### config.mk
export PLATFORM = sky130hd
export DESIGN_NAME = event_scheduler
export DESIGN_NICKNAME = d
export VERILOG_FILES = /design/src/rtl/event_scheduler.sv
export SDC_FILE = /design/constraint.sdc
export NUM_CORES = 1
export LEC_CHECK = 0
export CORE_MARGIN = 2
export CORE_UTILIZATION = 35
export DETAILED_ROUTE_END_ITERATION = 10
export PLACE_DENSITY = 0.62
export SETUP_SLACK_MARGIN = 0.02
export SLEW_MARGIN = 20
export SYNTH_ARGS = -nofsm -noshare
export SYNTH_HDL_FRONTEND = slang
export SYNTH_SLANG_ARGS = --single-unit
export TNS_END_PERCENT = 20
### constraint.sdc
create_clock -name clk -period 2.4 [get_ports clk]
set_input_delay 0.36 -clock clk [delete_from_list [all_inputs] [get_ports clk]]
set_output_delay 0.36 -clock clk [all_outputs]
set_load 0.02 [all_outputs]
### src/rtl/event_scheduler.sv
// event_scheduler: a run counter with NUM_CH match channels. Armed channels
// fire when the count reaches their match value. Fired channels queue as
// pending events, which a round-robin output stage presents through a
// valid/ready handshake.
//
// Optional feature macro: EVENT_SCHEDULER_STAMP_EN
//   Adds the ev_stamp output, which carries the count captured at each
//   channel's match.
//
// Ports
//   clk        in   clock; all state updates on the rising edge
//   rst        in   synchronous active-high reset
//   start      in   run request (acted on in IDLE only)
//   abort      in   run cancel (acted on in RUN/DRAIN; beats start)
//   cfg_we     in   configuration write strobe (IDLE only)
//   cfg_ch     in   channel selected by cfg_we
//   cfg_match  in   count value at which the selected channel fires
//   count      out  current run count
//   busy       out  high in RUN or DRAIN
//   done       out  one-cycle pulse on normal run completion
//   ev_valid   out  event presented
//   ev_id      out  channel of the presented event
//   ev_ready   in   consumer accepts when ev_valid && ev_ready
//   ev_stamp   out  (STAMP_EN only) count captured at the event's match
module event_scheduler #(
   parameter int unsigned NUM_CH = 4,
   parameter int unsigned CNT_W  = 8
) (
   input  logic             clk,
   input  logic             rst,
   input  logic             start,
   input  logic             abort,
   input  logic             cfg_we,
   input  logic [1:0]       cfg_ch,
   input  logic [CNT_W-1:0] cfg_match,
   output logic [CNT_W-1:0] count,
   output logic             busy,
   output logic             done,
   output logic             ev_valid,
   output logic [1:0]       ev_id,
   input  logic             ev_ready
`ifdef EVENT_SCHEDULER_STAMP_EN
   ,
   output logic [CNT_W-1:0] ev_stamp
`endif
);

   localparam int unsigned ID_W = 2;
   localparam logic [CNT_W-1:0] CNT_MAX = '1;

   typedef enum logic [1:0] {S_IDLE, S_RUN, S_DRAIN} state_e;

   state_e                  state_q, state_d;
   logic [CNT_W-1:0]        count_q, count_d;
   logic                    busy_q, busy_d;
   logic                    done_q, done_d;
   logic                    ev_valid_q, ev_valid_d;
   logic [ID_W-1:0]         ev_id_q, ev_id_d;
   logic [CNT_W-1:0]        match_q [NUM_CH];
   logic [CNT_W-1:0]        match_d [NUM_CH];
   logic [NUM_CH-1:0]       armed_q, armed_d;
   logic [NUM_CH-1:0]       pending_q, pending_d;
   logic [ID_W-1:0]         rr_q, rr_d;

   logic [NUM_CH-1:0]       hit_c;
   logic                    grant_vld_c;
   logic [ID_W-1:0]         grant_id_c;
   logic [ID_W-1:0]         scan_idx_c;

`ifdef EVENT_SCHEDULER_STAMP_EN
   logic [CNT_W-1:0]        stamp_q [NUM_CH];
   logic [CNT_W-1:0]        stamp_d [NUM_CH];
   logic [CNT_W-1:0]        ev_stamp_q, ev_stamp_d;
`endif

   // Channels matching the current count; a zero match value never fires.
   always_comb begin
      hit_c = '0;
      for (int unsigned i = 0; i < NUM_CH; i++) begin
         hit_c[i] = (state_q == S_RUN) && armed_q[i] &&
                    (match_q[i] != '0) && (match_q[i] == count_q);
      end
   end

   // Round-robin pick: search starts at rr_q, the channel after the last grant.
   always_comb begin
      grant_vld_c = 1'b0;
      grant_id_c  = '0;
      scan_idx_c  = '0;
      for (int unsigned k = 0; k < NUM_CH; k++) begin
         scan_idx_c = ID_W'((32'(rr_q) + k) % NUM_CH);
         if (!grant_vld_c && pending_q[scan_idx_c]) begin
            grant_vld_c = 1'b1;
            grant_id_c  = scan_idx_c;
         end
      end
   end

   // Next-state logic: FSM, channel bookkeeping and output stage.
   always_comb begin
      state_d    = state_q;
      count_d    = count_q;
      ev_valid_d = ev_valid_q;
      ev_id_d    = ev_id_q;
      match_d    = match_q;
      armed_d    = armed_q;
      pending_d  = pending_q | hit_c;
      rr_d       = rr_q;
`ifdef EVENT_SCHEDULER_STAMP_EN
      stamp_d    = stamp_q;
      ev_stamp_d = ev_stamp_q;
      for (int unsigned i = 0; i < NUM_CH; i++) begin
         if (hit_c[i]) stamp_d[i] = count_q;
      end
`endif

      // Output stage loads when empty or when the current event is taken.
      if (!ev_valid_q || ev_ready) begin
         ev_valid_d = grant_vld_c;
         if (grant_vld_c) begin
            ev_id_d               = grant_id_c;
            pending_d[grant_id_c] = 1'b0;
            rr_d                  = grant_id_c + ID_W'(1);
`ifdef EVENT_SCHEDULER_STAMP_EN
            ev_stamp_d            = stamp_q[grant_id_c];
`endif
         end
      end

      unique case (state_q)
         S_IDLE: begin
            if (cfg_we) begin
               match_d[cfg_ch] = cfg_match;
               armed_d[cfg_ch] = 1'b1;
            end
            if (start && !abort) begin
               state_d = S_RUN;
               count_d = CNT_W'(1);
            end
         end
         S_RUN: begin
            armed_d = armed_q & ~hit_c;
            // Leave at the top count (no wrap) or once nothing is left armed.
            if ((count_q == CNT_MAX) || (armed_d == '0)) begin
               state_d = S_DRAIN;
               armed_d = '0;
            end else begin
               count_d = count_q + CNT_W'(1);
            end
         end
         S_DRAIN: begin
            if ((pending_q == '0) && !ev_valid_q) begin
               state_d = S_IDLE;
               count_d = '0;
            end
         end
         default: state_d = S_IDLE;
      endcase

      done_d = (state_q == S_DRAIN) && (state_d == S_IDLE);

      if (abort && (state_q != S_IDLE)) begin
         state_d    = S_IDLE;
         count_d    = '0;
         armed_d    = '0;
         pending_d  = '0;
         ev_valid_d = 1'b0;
         done_d     = 1'b0;
      end

      busy_d = (state_d != S_IDLE);
   end

   // State registers.
   always_ff @(posedge clk) begin
      if (rst) begin
         state_q    <= S_IDLE;
         count_q    <= '0;
         busy_q     <= 1'b0;
         done_q     <= 1'b0;
         ev_valid_q <= 1'b0;
         ev_id_q    <= '0;
         armed_q    <= '0;
         pending_q  <= '0;
         rr_q       <= '0;
         for (int unsigned i = 0; i < NUM_CH; i++) match_q[i] <= '0;
`ifdef EVENT_SCHEDULER_STAMP_EN
         for (int unsigned i = 0; i < NUM_CH; i++) stamp_q[i] <= '0;
         ev_stamp_q <= '0;
`endif
      end else begin
         state_q    <= state_d;
         count_q    <= count_d;
         busy_q     <= busy_d;
         done_q     <= done_d;
         ev_valid_q <= ev_valid_d;
         ev_id_q    <= ev_id_d;
         armed_q    <= armed_d;
         pending_q  <= pending_d;
         rr_q       <= rr_d;
         match_q    <= match_d;
`ifdef EVENT_SCHEDULER_STAMP_EN
         stamp_q    <= stamp_d;
         ev_stamp_q <= ev_stamp_d;
`endif
      end
   end

   assign count    = count_q;
   assign busy     = busy_q;
   assign done     = done_q;
   assign ev_valid = ev_valid_q;
   assign ev_id    = ev_id_q;
`ifdef EVENT_SCHEDULER_STAMP_EN
   assign ev_stamp = ev_stamp_q;
`endif

endmodule

== After elaboration in Yosys (flattened, before gate mapping) ==
Index checks and enable logic that the tools add are counted.

* Bits in registers: 57
* Memories kept: 0
* Bits in read-only memories: 0
* RAM bits: 0
* Bits in latches: 0
* Bits of input ports: 16
* Word-level logic and storage cells: 129
* Output and inout bits: 13

* Shift-type cells: 0
* $add $sub $neg: 5
* Multiplexer cells: 37
* $mul: 0
* Div/mod/pow operators: 0
* Reduce and logical (&&, ||, !) cells: 46
* Bitwise operators: 7
* Magnitude comparators: 10
* Equal/unequal tests: 11

{| class="wikitable"
|+ Operator list
! cell !! count
|-
| $bwmux W32 || 1
|-
| $eq A8 B8 Y1 || 4
|-
| $mux W8 || 4
|-
| $reduce_bool A8 Y1 || 4
|-
| $pmux W8 S3 || 1
|-
| $logic_and A1 B1 Y1 || 22
|-
| $lt A2 B3 Y1 const B || 6
|-
| $demux W8 S2 || 1
|-
| $mux W2 || 8
|-
| $mux W4 || 4
|-
| $mux W1 || 10
|-
| $add A8 B1 Y8 const B || 1
|-
| $and A4 B4 Y4 || 2
|-
| $bmux W1 S2 || 4
|-
| $eq A8 B8 Y1 const B || 1
|-
| $logic_not A4 Y1 || 2
|-
| $ne A2 B2 Y1 const B || 4
|-
| $not A4 Y4 || 2
|-
| $or A4 B4 Y4 || 2
|-
| $pmux W4 S2 || 1
|-
| $pmux W2 S3 || 1
|-
| $reduce_and A2 Y1 || 3
|-
| $reduce_bool A2 Y1 || 3
|-
| $logic_not A1 Y1 || 5
|-
| other kinds (14) || 20
|}

== Longest topological paths before layout ==
Gate-level depths: netlist of the first run.

* Depth after elaboration: 20
* Depth in mapped cells: 11
* Gate-level depth less buffers: 9

== Least setup slack after synthesis of the first run ==
No wires, ideal clock.

* Path type: reg2reg
* Start point: reg count_q[1], in the netlist count[1]
* End point: reg count_q[6], in the netlist count[6]
* Period minus slack after synthesis: 2.180 ns
* Path slack: 0.220 ns
* Arrival: 2.065 ns
* Stages on the path, launching flop included: 10
* Buffers on the path: 2
* Cells stage by stage: dfxtp_1 clkbuf_1 xor2_1 nor4_1 nand3_1 a22o_1 o211ai_1 buf_2 nor3_1 o21a_1

* Cells in the longest elaborated chain, start to end: 8
* Elaborated cells on any way between the ends: 18
* Classes of those cells: 1 x add/sub; 6 x eq/ne; 2 x mux; 2 x bitwise; 7 x reduce/logical

{| class="wikitable"
|+ Ends and longest elaborated chain
! what !! line !! RTL
|-
| start: declaration || 54 || <nowiki>logic [CNT_W-1:0] count_q, count_d;</nowiki>
|-
| start signal: assignment || 193 || <nowiki>count_q <= count_d;</nowiki>
|-
| $eq A8 B8 Y1 || 81 || <nowiki>(match_q[i] != '0) && (match_q[i] == count_q);</nowiki>
|-
| $logic_and A1 B1 Y1 || 81 ||
|-
| $not A4 Y4 || 142 || <nowiki>armed_d = armed_q & ~hit_c;</nowiki>
|-
| $and A4 B4 Y4 || 142 ||
|-
| $logic_not A4 Y1 || 144 || <nowiki>if ((count_q == CNT_MAX) || (armed_d == '0)) begin</nowiki>
|-
| $logic_or A1 B1 Y1 || 144 ||
|-
| $ne A2 B2 Y1 (no source line) || n/a ||
|-
| $reduce_and A4 Y1 (no source line) || n/a ||
|}

Several ways; a longest one is shown, not always the timed one. The select of a mux whose other input is x is not followed.
A chain may end at the register's enable or synchronous reset.

== Worst setup path after layout of the first run ==
* Start point: reg pending_q[1]
* End point: reg count_q[7], in the netlist count[7]

* Cells in the longest elaborated chain, start to end: 4

{| class="wikitable"
|+ Ends and longest elaborated chain
! what !! line !! RTL
|-
| start: declaration || 62 || <nowiki>logic [NUM_CH-1:0] pending_q, pending_d;</nowiki>
|-
| start signal: assignment || 199 || <nowiki>pending_q <= pending_d;</nowiki>
|-
| $logic_not A4 Y1 || 152 || <nowiki>if ((pending_q == '0) && !ev_valid_q) begin</nowiki>
|-
| $logic_and A1 B1 Y1 || 152 ||
|-
| $ne A2 B2 Y1 (no source line) || n/a ||
|-
| $reduce_and A4 Y1 (no source line) || n/a ||
|}

No other way between the ends.

==> results of run 1 <==
[what timing repair did]
| action | CTS | global route |
|---|---|---|
| resized for setup | 0 | 6 |
| endpoints found under the setup margin | 0 | 12 |
| endpoints found under the hold margin | 0 | 0 |
| hold buffers | 0 | 0 |
[layout by cell type, fill, tap and decap left out, types with 3 or more instances in the layout]
master and count:
a211oi_1 6, nor2_1 22, nor4_1 13, nand2_1 76, ha_1 8, buf_4 15
a22o_1 3, and3_1 4, or4_1 3, a21oi_1 47, inv_1 13, a21o_1 6
o21ai_1 4, dfxtp_1 54, dfxtp_2 3, a221oi_1 4, xor2_1 32, nand3_1 11
clkbuf_8 13, mux2i_1 5, nor3_1 7, clkdlybuf4s50_1 28
[power groups by stage]
stage	registers [uW]	clock network [uW]	logic, uW
after detailed placement	1050	0	344
final	1030	869	350
after global placement	1050	0	342
after global routing	1030	922	386
after floorplan	1040	0	229
after CTS	1030	885	347
[critical path: cells and delay by family (launching register included)]
family	cells	cell delay [ps]
AOI/OAI and AO/OA	2	250
DFF	1	350
buffers and inverters	1	190
muxes	1	140
and+or+nand+nor	4	1260
[logic make-up (layout without fill, tap and decap cells)]
kind of cell	after synthesis	after routing	synth area share, %
simple gates	150	150	23.5
compound gates	86	86	17.9
flops	57	57	38.9
buf+inv	33	72	4.57
xor+xnor	32	32	9.56
fa+ha+maj	9	9	3.84
mux	5	5	1.71
[state kept, by name (all words and copies together), names as in the netlist, 2 cells and up]
signal	cells
pending_q	4
ev_id	2
match_q	32
armed_q	4
state_q	2
rr_q	2
count	8
[through the flow]
| step | utilization, % | total power [uW] | setup WS [ps] | hold slack [ps] |
|---|---|---|---|---|
| 6_report | 43.8 | 2250 | 139 | 471 |
| 5_1_grt | 43.8 | 2340 | 17.9 | 494 |
| 4_1_cts | 43.6 | 2260 | 66.8 | 468 |
| 3_5_place_dp | 41.2 | 1390 | 87.8 | 460 |
| 3_3_place_gp | 41.2 | 1390 | 120 | 458 |
| 2_1_floorplan | - | 1270 | 220 | 448 |
[final timing paths]
kind	startpoint	to	slack, ps	cells after the start
max reg2reg	pending_q[1]	count[7]	140	8
min	match_q[13]	match_q[13]	470	2
max	pending_q[1]	count[7]	140	8
min reg2reg	match_q[13]	match_q[13]	470	2
[metal layers]
metal | wire length (um) | track usage (%) | part of all wire (%)
met1 | 3590 | 22.4 | 47
met4 | 121 | 5.83 | 1.6
met3 | 387 | 4.66 | 5.1
met5 | 0 | 0 | 0
met2 | 3520 | 28.6 | 46
[cell type report]
class                   count  area [um^2]  share of cell area (%)
repair buffers             43          393                    11.0
multi-input cells         282         1670                    46.7
inverters                  13         48.8                    1.36
clock inverters             1         7.51                   0.209
clock buffers              15          186                    5.20
well taps                 105          131                    3.66
flip-flops and latches     57         1140                    31.9
==> summary.txt, run 1 <==
STA
  • Worst clock skew: 7.77 ps
  • Final hold violation count: 0
  • Unrepaired setup endpoints after global routing: no
  • Worst Max-Slew Pin Slew: 534 ps
  • Min cycle time layout: 2260 ps
  • Post-route setup TNS: 0 ps
  • Slew Limit Fails: 0
  • Max Freq: 0.442 GHz
  • # setup viols final: 0
  • Tcrit/Tclk final: 94.2%
  • Slew headroom: 64.0%

Power and ir drop
  • PwrDens: between 600 and 700 nW/um^2
  • Clock power frac: 38.7%
  • Sw Share: approximately 28%
  • Switch Pwr: roughly 620 uW
  • Leakage power: 0.00146 uW
  • Pint: 1630 uW
  • Peak supply drop: roughly 230 uV
  • Combinational share of power: 15.6%
  • Part of the power in registers: roughly 46%

Global route
  • Initial antenna violation count: 0
  • First-pass GRT wire length: around 12000 um
  • Gr ovfl total: 0
  • Largest net degree at the start of global routing: 37
  • GRT Util Overall: about 18%
  • Vias in the first global route: approximately 2600

Yosys
  • Top post-synthesis cells by count: nand2_1, dfxtp_1, a21oi_1, xor2_1, nor2_1
  • Top-count cell post-synth: nand2_1
  • Main synth FF type: dfxtp_1
  • Syn Nets: 397
  • Sequential share of the synthesized area: 38.9%
  • Leading area contributor after synthesis: dfxtp_1
  • EDFF count, synth: 0
  • Synth top area share: 38.9%
  • Yosys warns: 0
  • Mapped cell area: slightly below 3000 um^2
  • Top cells by area in the synthesized netlist: dfxtp_1, nand2_1, xor2_1
  • Distinct cell type count after synthesis: 42
  • Cells after Synth: 372
  • Syn Area/Cell: 7.88 um^2
  • Asr flop ratio synth: 0%
  • Seq cells post-synth: 57

Routing
  • Vias per inst: 5.28
  • 1st-pass router iterations: 4
  • Via count: 2727
  • DR WL/cell: about 15 um
  • Drt drc: 0
  • Final WL: 7610 um
  • Iter 0 DRT Violations: ~150
  • Post-route ant nets: 0

Layout
  • Diodes inserted: 0
  • Filler cell count: 839
  • Finished Cell Area: 3580 um^2
  • Final cell count without fillers: 516
  • Number of nets in the layout: 431
  • P&R area growth vs syn: 22.3%
  • Fraction of layout cells with a size suffix above 1: 9.49%

Clocking
  • Number of clock sinks: 57
  • H-tree depth: 3
  • Clock root cell: clkbuf_8
  • Max Buffers Root-to-Sink: 2
  • Skew-Pair Late Insertion Delay: roughly 350 ps
  • Setup Fix Bufs, Post-CTS: 0
  • CTS buffer count: 9
  • Clk pin slew, worst setup/hold paths: 70 ps
  • CTS tree: yes

Floorplan
  • Die H: between 90 and 100 um
  • Top Ports: 29
  • Initial Utilization: a little over a third
  • Row count: 33
  • Die area: around 9100 um^2
  • Die width: 95.5 um
  • Core ar.: 8180 um^2

Outcome
  • Run status: finished clean

Place
  • Placed Instances: 500
  • DP Area: 3370 um^2
  • GPL Wtd Cong: 0.893
  • I/O Buffers: 28
  • HPWL after detailed placement: 5630 um

Critical path
  • Arr. time, crit path: 2530 ps
  • Critical path capture point type: register
  • Startpoint class of the critical path: register
  • Cells along the critical path: or4_4, o21ai_4, nand2_2, nor2_2, o211ai_1, buf_4, or4_1, mux2i_1
  • Worst path slowest cell: or4_4
  • Data required, critical path: around 2700 ps
  • Kind of critical path: register to register
  • Worst-path maximum fanout: 12
  • CP max stage delay: 570 ps

Flow run
  • Maxcap violations: 0

Worst hold path
  • Worst hold-check path type: register to register
Note: power is estimated with default switching activity, not from simulation.
==> run 2: changes to the inputs <==
--- a/config.mk
+++ b/config.mk
@@ -10,6 +10,7 @@
 export DETAILED_ROUTE_END_ITERATION = 10
 export PLACE_DENSITY = 0.62
 export SETUP_SLACK_MARGIN = 0.02
+export SKIP_CTS_REPAIR_TIMING = 1
 export SLEW_MARGIN = 20
 export SYNTH_ARGS = -nofsm -noshare
 export SYNTH_HDL_FRONTEND = slang
==> results of run 2 <==
Same layout as run 1: the final DEF is identical, and so are final timing and power.
==> run 3: changes to the inputs <==
--- a/config.mk
+++ b/config.mk
@@ -5,10 +5,8 @@
 export SDC_FILE = /design/constraint.sdc
 export NUM_CORES = 1
 export LEC_CHECK = 0
-export CORE_MARGIN = 2
 export CORE_UTILIZATION = 35
 export DETAILED_ROUTE_END_ITERATION = 10
-export PLACE_DENSITY = 0.62
 export SETUP_SLACK_MARGIN = 0.02
 export SKIP_CTS_REPAIR_TIMING = 1
 export SLEW_MARGIN = 20
==> run 3 against run 2 <==
Effect of this change:
- wire length down 1.5%
- flip-flop and latch count unchanged
- global-route usage up 0.51 points
- via count down 1.6%
- maximum frequency down 1.1%
- utilization up 0.57 points
- critical path type unchanged
- worst hold slack better by 1.5 ps
==> summary.txt, run 3 (synthesized netlist as in run 1, its figures left out) <==
Layout
  • Leading cell types in the layout, fill and taps excluded: nand2_1, dfxtp_1, a21oi_1
  • Filler cell count: 828 (-1.3%)
  • Diodes inserted: 0 (unchanged)
  • Fraction of layout cells with a size suffix above 1: 11.4% (+1.9 points)
  • Number of nets in the layout: 434 (+0.70%)
  • Most common cell after layout, fill and taps aside: nand2_1
  • Most flops, register: match_q
  • Max FFs per register: 32 (unchanged)
  • P&R area growth vs syn: 23.9%

Power and ir drop
  • Clock power frac: 39.6% (+0.9 points)
  • Sw Share: 29.0% (+1.3 points)
  • Total power: 2290 uW (+1.9%)
  • Part of the power in registers: 44.9% (-0.9 points)
  • Peak supply drop: 283 uV (+22%)
  • Switch Pwr: 664 uW (+6.8%)
  • Leakage power: 0.00148 uW (+1.1%)
  • Combinational share of power: 15.6% (about the same)
  • PwrDens: 631 nW/um^2 (+0.58%)
  • Pint: 1630 uW (about the same)

Floorplan
  • Initial Utilization: 35.9% (unchanged)
  • Core ar.: 8180 um^2 (unchanged)
  • Top Ports: 29 (unchanged)
  • Die width: 93.5 um (-2.1%)
  • Row count: 33 (unchanged)
  • Die H: 93.5 um (-2.1%)
  • Die area: 8750 um^2 (-4.1%)

STA
  • Worst clock skew: 10.1 ps (+2.29 ps)
  • Tcrit/Tclk final: 95.3% (+1.1 points)
  • Hold WS: 472 ps (+1.51 ps)
  • Slew Limit Fails: 0 (unchanged)
  • Final hold violation count: 0 (unchanged)
  • Max Freq: 0.437 GHz (-1.1%)
  • Min cycle time layout: 2290 ps (+26.2 ps)
  • Worst Max-Slew Pin Slew: 533 ps (-1.04 ps)
  • Slew headroom: 64.1% (+0.070 points)
  • Unrepaired setup endpoints after global routing: yes
  • Post-route setup TNS: 0 ps (unchanged)
  • # setup viols final: 0 (unchanged)

Critical path
  • CP startpoint: match_q[27]
  • Critical path capture point type: register
  • Kind of critical path: register to register
  • Data required, critical path: 2660 ps (about the same)
  • Startpoint class of the critical path: register
  • Reg2Reg Launch Point: match_q[27]
  • Worst-path maximum fanout: 12 (unchanged)
  • Arr. time, crit path: 2550 ps (+20 ps)

Place
  • GPL Wtd Cong: 0.912 (+2.1%)
  • I/O Buffers: 28 (unchanged)
  • HPWL after detailed placement: 5560 um (-1.3%)

Clocking
  • CTS tree: yes
  • Max Buffers Root-to-Sink: 2 (unchanged)
  • H-tree depth: 3 (unchanged)
  • Clock root cell: clkbuf_8
  • Clk pin slew, worst setup/hold paths: 80 ps (about the same)
  • CTS buffer count: 9 (unchanged)
  • Skew-Pair Late Insertion Delay: 340 ps (about the same)
  • Number of clock sinks: 57 (unchanged)

Global route
  • Met1 global-route usage: 23.6% (+1.2 points)
  • Met2 Resource Use GR: 29.2% (+0.67 points)
  • GRT met3 Usage: 4.47% (-0.19 points)
  • Largest net degree at the start of global routing: 37 (unchanged)
  • Vias in the first global route: 2474 (-4.0%)
  • Initial antenna violation count: 0 (unchanged)
  • GR peak layer: met2
  • First-pass GRT wire length: 12100 um (-1.1%)
  • GRT Util Overall: 18.0% (+0.51 points)
  • Gr ovfl total: 0 (unchanged)

Worst hold path
  • Worst hold-check path type: register to register
  • Worst min-delay path startpoint: match_q[30]

Routing
  • Final WL: 7500 um (-1.5%)
  • Vias per inst: 5.17 (-2.2%)
  • 1st-pass router iterations: 6 (+2)
  • Drt drc: 0 (unchanged)
  • Via count: 2683 (-1.6%)
  • DR WL/cell: 14.4 um (-2.1%)
  • Iter 0 DRT Violations: 146 (-3.9%)
  • Post-route ant nets: 0 (unchanged)

Flow run
  • Maxcap violations: 0 (unchanged)

Outcome
  • Run status: finished clean
## run 3: routing by layer
layer | part of all wire [%] | routed length (um)
met4 | 1.1 | 84
met1 | 47 | 3510
met3 | 4.9 | 366
met2 | 47 | 3530
met5 | 0 | 0
## run 3: worst max-delay path, stage by stage (launching register included)
cell and delay [ps]:
dfxtp_1 330, nor4_1 450, a211oi_1 140, nand3_1 160
a22o_1 220, o211ai_1 90, buf_4 190, or4_1 510
mux2i_1 130
## run 3: worst paths after layout
check / slack, ps / endpoint / cells past startpoint
setup / recovery: 110 / count[7] / 8
hold / removal: 470 / match_q[30] / 2
setup reg to reg: 110 / count[7] / 8
hold reg to reg: 470 / match_q[30] / 2
## run 3: power groups by stage
stage | registers, uW | clock network, uW | logic [uW]
6_report | 1030 | 906 | 357
2_1_floorplan | 1040 | 0 | 229
5_1_grt | 1030 | 981 | 394
3_3_place_gp | 1050 | 0 | 350
4_1_cts | 1030 | 929 | 354
3_5_place_dp | 1050 | 0 | 351
## run 3: cell type report
cell class              count  area (um^2)  share of cell area [%]
clock inverters             7         78.8                    2.17
clock buffers               9          124                    3.41
well taps                 105          131                    3.62
multi-input cells         282         1690                    46.5
flip-flops and latches     57         1140                    31.5
inverters                  13         48.8                    1.34
repair buffers             46          415                    11.4
## run 3: stage by stage
step | area (um^2) | worst slack [ps] | std cells | utilization [%]
floorplan | 2930 | 220 | 372 | -
detailed placement | 3390 | 117 | 503 | 41.5
finish | 3630 | 112 | 519 | 44.4
global placement | 3390 | 148 | 503 | 41.5
global route | 3630 | 10.1 | 519 | 44.4
CTS | 3600 | 68.2 | 519 | 44.0
